--- config.mk ---
export PLATFORM = sky130hd
export DESIGN_NAME = clk_div_bank_flat
export DESIGN_NICKNAME = d
export VERILOG_FILES = /design/src/rtl/clk_div_bank_if.sv /design/src/rtl/clk_div_bank.sv /design/src/flat_wrapper.sv
export SDC_FILE = /design/constraint.sdc
export NUM_CORES = 1
export LEC_CHECK = 0
export ABC_AREA = 1
export CORE_ASPECT_RATIO = 0.7
export CORE_MARGIN = 1.5
export CORE_UTILIZATION = 56
export CTS_BUF_LIST = sky130_fd_sc_hd__clkbuf_16
export DETAILED_ROUTE_END_ITERATION = 10
export PLACE_DENSITY = 0.88
export SLEW_MARGIN = 20
export SYNTH_ARGS = -nofsm -noshare
export SYNTH_HDL_FRONTEND = slang
export SYNTH_SLANG_ARGS = --single-unit
export TNS_END_PERCENT = 20
--- constraint.sdc ---
create_clock -name clk_i -period 1.6 [get_ports clk_i]
set_input_delay 0.24 -clock clk_i [delete_from_list [all_inputs] [get_ports clk_i]]
set_output_delay 0.24 -clock clk_i [all_outputs]
set_load 0.01 [all_outputs]
--- src/rtl/clk_div_bank_if.sv ---
`default_nettype none
// ============================================================================
// Module : clk_div_bank_if
// Control/status bundle for the clock divider bank (enables, sync, writes).
// Rev    : 1.0
// ============================================================================
interface clk_div_bank_if #(
    parameter int N_CH      = 2,
    parameter int CTR_WIDTH = 7
);
    localparam int CH_W = $clog2(N_CH) + 1;

    logic [N_CH-1:0]      ch_en;
    logic                 sync;
    logic                 wr_en;
    logic [CH_W-1:0]      wr_ch;
    logic [CTR_WIDTH-1:0] wr_div;
    logic [N_CH-1:0]      clk_out;
    logic [N_CH-1:0]      tick;

    modport master (
        output ch_en, sync, wr_en, wr_ch, wr_div,
        input  clk_out, tick
    );

    modport slave (
        input  ch_en, sync, wr_en, wr_ch, wr_div,
        output clk_out, tick
    );
endinterface
`default_nettype wire

--- src/rtl/clk_div_bank.sv ---
`default_nettype none
// ============================================================================
// Module : clk_div_bank
// N-channel 50% duty clock divider with programmable divisors and phase sync.
// Rev    : 1.0
// ============================================================================
module clk_div_bank #(
    parameter int                          N_CH      = 2,
    parameter int                          CTR_WIDTH = 7,
    parameter logic [N_CH*CTR_WIDTH-1:0]   DIV_INIT  = {7'd28, 7'd2}
) (
    input  wire logic           clk_i,
    input  wire logic           rst_n_i,
    clk_div_bank_if.slave       bus
);

    localparam logic [CTR_WIDTH-1:0] c_CTR_ONE = {{(CTR_WIDTH-1){1'b0}}, 1'b1};

    generate
        for (genvar i = 0; i < N_CH; i++) begin : g_ch
            localparam logic [CTR_WIDTH-1:0] c_DIV_RST = DIV_INIT[i*CTR_WIDTH +: CTR_WIDTH];

            logic [CTR_WIDTH-1:0] cnt_q, cnt_d;
            logic [CTR_WIDTH-1:0] pend_q, pend_d;
            logic                 out_q, out_d;
            logic                 tick_q, tick_d;
            logic                 wr_hit;

            // Out-of-range channel indices never match any i, so they are dropped.
            assign wr_hit = bus.wr_en && (int'(bus.wr_ch) == i);

            always_comb begin
                pend_d = pend_q;
                cnt_d  = cnt_q;
                out_d  = out_q;
                tick_d = 1'b0;

                if (wr_hit) begin
                    pend_d = bus.wr_div;
                end

                if (bus.sync) begin
                    cnt_d = pend_q;
                    out_d = 1'b0;
                end else if (bus.ch_en[i] || out_q) begin
                    // Reload from pend_q only here so a divisor change never cuts a half-period short.
                    if (cnt_q == '0) begin
                        out_d  = ~out_q;
                        cnt_d  = pend_q;
                        tick_d = ~out_q;
                    end else begin
                        cnt_d = cnt_q - c_CTR_ONE;
                    end
                end else begin
                    cnt_d = pend_d;
                end
            end

            always_ff @(posedge clk_i or negedge rst_n_i) begin
                if (!rst_n_i) begin
                    cnt_q  <= c_DIV_RST;
                    pend_q <= c_DIV_RST;
                    out_q  <= 1'b0;
                    tick_q <= 1'b0;
                end else begin
                    cnt_q  <= cnt_d;
                    pend_q <= pend_d;
                    out_q  <= out_d;
                    tick_q <= tick_d;
                end
            end

            assign bus.clk_out[i] = out_q;
            assign bus.tick[i]    = tick_q;
        end
    endgenerate

endmodule
`default_nettype wire

--- src/flat_wrapper.sv ---
// flat-port wrapper written by rule: the top's interface ports become plain ports
module clk_div_bank_flat 
#(
    parameter int                          N_CH      = 2,
    parameter int                          CTR_WIDTH = 7,
    parameter logic [N_CH*CTR_WIDTH-1:0]   DIV_INIT  = {7'd28, 7'd2}
)
  (clk_i, rst_n_i, bus_ch_en, bus_sync, bus_wr_en, bus_wr_ch, bus_wr_div, bus_clk_out, bus_tick);
  clk_div_bank_if #(.N_CH(N_CH), .CTR_WIDTH(CTR_WIDTH)) bus_i ();
  input  wire logic clk_i;
  input  wire logic rst_n_i;
  input wire logic [$bits(bus_i.ch_en)-1:0] bus_ch_en;
  input wire logic [$bits(bus_i.sync)-1:0] bus_sync;
  input wire logic [$bits(bus_i.wr_en)-1:0] bus_wr_en;
  input wire logic [$bits(bus_i.wr_ch)-1:0] bus_wr_ch;
  input wire logic [$bits(bus_i.wr_div)-1:0] bus_wr_div;
  output wire logic [$bits(bus_i.clk_out)-1:0] bus_clk_out;
  output wire logic [$bits(bus_i.tick)-1:0] bus_tick;
  assign bus_i.ch_en = bus_ch_en;
  assign bus_i.sync = bus_sync;
  assign bus_i.wr_en = bus_wr_en;
  assign bus_i.wr_ch = bus_wr_ch;
  assign bus_i.wr_div = bus_wr_div;
  assign bus_clk_out = bus_i.clk_out;
  assign bus_tick = bus_i.tick;
  clk_div_bank #(.N_CH(N_CH), .CTR_WIDTH(CTR_WIDTH), .DIV_INIT(DIV_INIT)) u_core (.clk_i(clk_i), .rst_n_i(rst_n_i), .bus(bus_i));
endmodule
==> results.md <==
* Num CTS Buffers at 5
* Initial antenna violation count at 0
* Fin util at 71.4%
* Worst setup EP type: primary output
* Overall routing resource usage at roughly a quarter
* Least-Margin Pin Slew at around 390 ps
* Routability cong. at 0.871
* Max-Cap Viols at 0
* Fillers at 250
* Grt total ovfl at 0
* Required @ worst endpoint at 1360 ps
* Row cnt at 17
* Diodes inserted at 0
* CP Class: reg2out
* Drc violations at 0
* Critical path arrival at 1270 ps
* CTS H-tree depth at 2
* Height of the chip at 52.2 µm
* DRT Pass-1 Iters at 4
* Number of global-route vias before repair at 1,567
* Worst setup margin at roughly 92 ps
* CTS tree: yes
* Port bufs at 18
* Final Hold Viols at 0
* Detailed Route Iter0 Violations at 94
* Share of layout cells above drive strength 1 at between 10% and 20%
* Post-route clock period utilization at between 90% and 100%
* Hold WC Path Type: in2async
* P_leak at 0.00115 µW
* Wire length per cell at roughly 12 µm
* Final ANT Viol Nets at 0
* Largest stage delay, worst path at 560 ps
* Clk sinks at 32
* RSZ-0062 raised after global routing: no
* IR drop worst, VDD at 0.565 mV
* Skew final at 6.34 ps
* Final setup fails at 0
* Initial Utilization at between 50% and 60%
* Buf/Inv on CP at 1
* Top-Level Pins at 19
* Final wirelength at about 4000 µm
* Place WS at -108 ps
* Mean Syn Cell Area at 7.80 µm²
* Pwr/cell area at 1110 nW/µm²
* Vias per cell at 5.30
* Nets at 291
* Distinct cells, synth at 30
* Fmax at 0.663 GHz
* Cells along the critical path: clkdlybuf4s50_1
* Number of synthesized register bits at 32
* Share of the yosys chip area belonging to registers at 41.9%
* Finished Cell Area at 2310 µm²
* Area growth syn-to-layout at 19.3%
* Die Area at between 3000 and 4000 µm²
* Core area at roughly 3200 µm²
* Vias at 1,697
* Synth Instances at 248
* CP max-delay cell: clkdlybuf4s50_1
* Commonest non-fill, non-tap cell in the layout: nand2_1
* Largest net degree at the start of global routing at 33
* Warnings from Yosys at 0
* Max Transition Viols Final at 0
* Post-Place Cell Area at 2160 µm²
* Mapped cell area at 1940 µm²
* Crit-path leading delay family: buffers and inverters
* Slew headroom at 73.9%
* Root Driver: clkbuf_16
* Design Power at 2560 µW
* Max FO, Critical Path at 4
* Post-cts hold buffer count at 0
* Mapped Nets at 267
* Hpwl dp at 2900 µm
* CTS max path bufs at 2
* Crit path launch type: register
* Outcome: finished, final reports clean
* First-pass GRT wire length at 6800 µm
* Tmin final at 1510 ps
* Worst skew pair latency at 280 ps
* Most frequent cells in the layout: 65 x nand2_1, 35 x inv_1, 23 x dfrtp_1
* Clk slew on worst S/H paths at 50 ps
* Die X at 73.3 µm
[worst reg2reg max path, delay by kind of cell (launching register included)]
family	cells	cell delay, ps
flip-flops	1	520
adder cells (fa/ha/maj)	1	240
AO/OA/AOI/OAI	1	180
AND/OR/NAND/NOR	2	170
XOR/XNOR	1	160
buffers and inverters	2	80
[repair_timing]
action,in CTS,in global routing
buffers inserted,0,0
resized for setup,0,2
endpoints found under the setup margin,0,3
[stage by stage]
step | hold slack, ps | instances | TNS (ps)
2_1_floorplan | -55.6 | 248 | 0
3_3_place_gp | 462 | 312 | -13.9
3_5_place_dp | 484 | 312 | -500
4_1_cts | 381 | 320 | 0
5_1_grt | 411 | 320 | 0
6_report | 362 | 320 | 0
[area by class of cell]
| class | count | area, µm² | area share (%) |
|---|---|---|---|
| Timing Repair Buffer | 25 | 233 | 10.1 |
| Clock buffer | 5 | 125 | 5.42 |
| Clock inverter | 3 | 12.5 | 0.542 |
| Multi-Input combinational cell | 173 | 936 | 40.5 |
| Inverter | 35 | 131 | 5.69 |
| Sequential cell | 32 | 812 | 35.2 |
| Tap cell | 47 | 58.8 | 2.55 |
[Yosys cell counts]
| library cell | instances | area (µm²) |
|---|---|---|
| inv_1 | 33 | 124 |
| o21ai_1 | 3 | 15.0 |
| a21oi_2 | 3 | 26.3 |
| nand2_1 | 65 | 244 |
| buf_2 | 2 | 10.0 |
| a21oi_1 | 17 | 85.1 |
| nand4_1 | 6 | 37.5 |
| buf_6 | 1 | 11.3 |
| dfrtp_1 | 24 | 601 |
| a21oi_4 | 1 | 16.3 |
| dfstp_2 | 8 | 210 |
| nand2_4 | 1 | 11.3 |
| ha_1 | 4 | 50.1 |
| xor2_1 | 2 | 17.5 |
| or2_2 | 1 | 6.26 |
| o211ai_2 | 1 | 12.5 |
| clkbuf_8 | 1 | 13.8 |
| nand3_1 | 19 | 95.1 |
| o21ai_0 | 9 | 45.0 |
| nor2_1 | 21 | 78.8 |
| and2_1 | 3 | 18.8 |
| nor2_8 | 1 | 20.0 |
| inv_2 | 2 | 7.51 |
| buf_4 | 4 | 30.0 |
| nand3b_1 | 3 | 22.5 |
| nor3b_1 | 1 | 7.51 |
| nor2_4 | 6 | 67.6 |
| nand3_2 | 1 | 10.0 |
| o21bai_1 | 2 | 15.0 |
| o21ai_2 | 3 | 26.3 |
[logic make-up after synthesis]
family / synth area share, %
AND/OR/NAND/NOR: 32.0
buffers and inverters: 10.1
AO/OA/AOI/OAI: 12.5
flip-flops: 41.9
adder cells (fa/ha/maj): 2.59
XOR/XNOR: 0.905
[power by group]
group / internal, µW / switching, µW
clock network: 560 / 332
registers: 962 / 101
logic: 249 / 359
[routing by layer]
layer  wire, µm  track usage [%]
met4         55             13.5
met1       1890             32.8
met3        244             6.92
met2       1790             34.5
met5          0                0
[registers in the layout, summed over array words and instances (netlist names)]
register            cells
u_core.g_ch.cnt_q      14
u_core.g_ch.pend_q     14
u_core.g_ch.out_q       2
u_core.g_ch.tick_q      2
[final timing paths]
path,from,endpoint,slack [ps],cells after the start
max,u_core.g_ch[1].out_q,bus_clk_out[1],90,1
min,rst_n_i,u_core.g_ch[0].pend_q[0],360,2
max reg2reg,u_core.g_ch[0].cnt_q[1],u_core.g_ch[0].cnt_q[2],130,7
min reg2reg,u_core.g_ch[1].pend_q[4],u_core.g_ch[1].pend_q[4],490,2
max in group asynchronous,rst_n_i,u_core.g_ch[0].pend_q[1],920,2
min in group clk_i,u_core.g_ch[1].pend_q[4],u_core.g_ch[1].pend_q[4],490,2
Power figures use the tool's default switching activity.
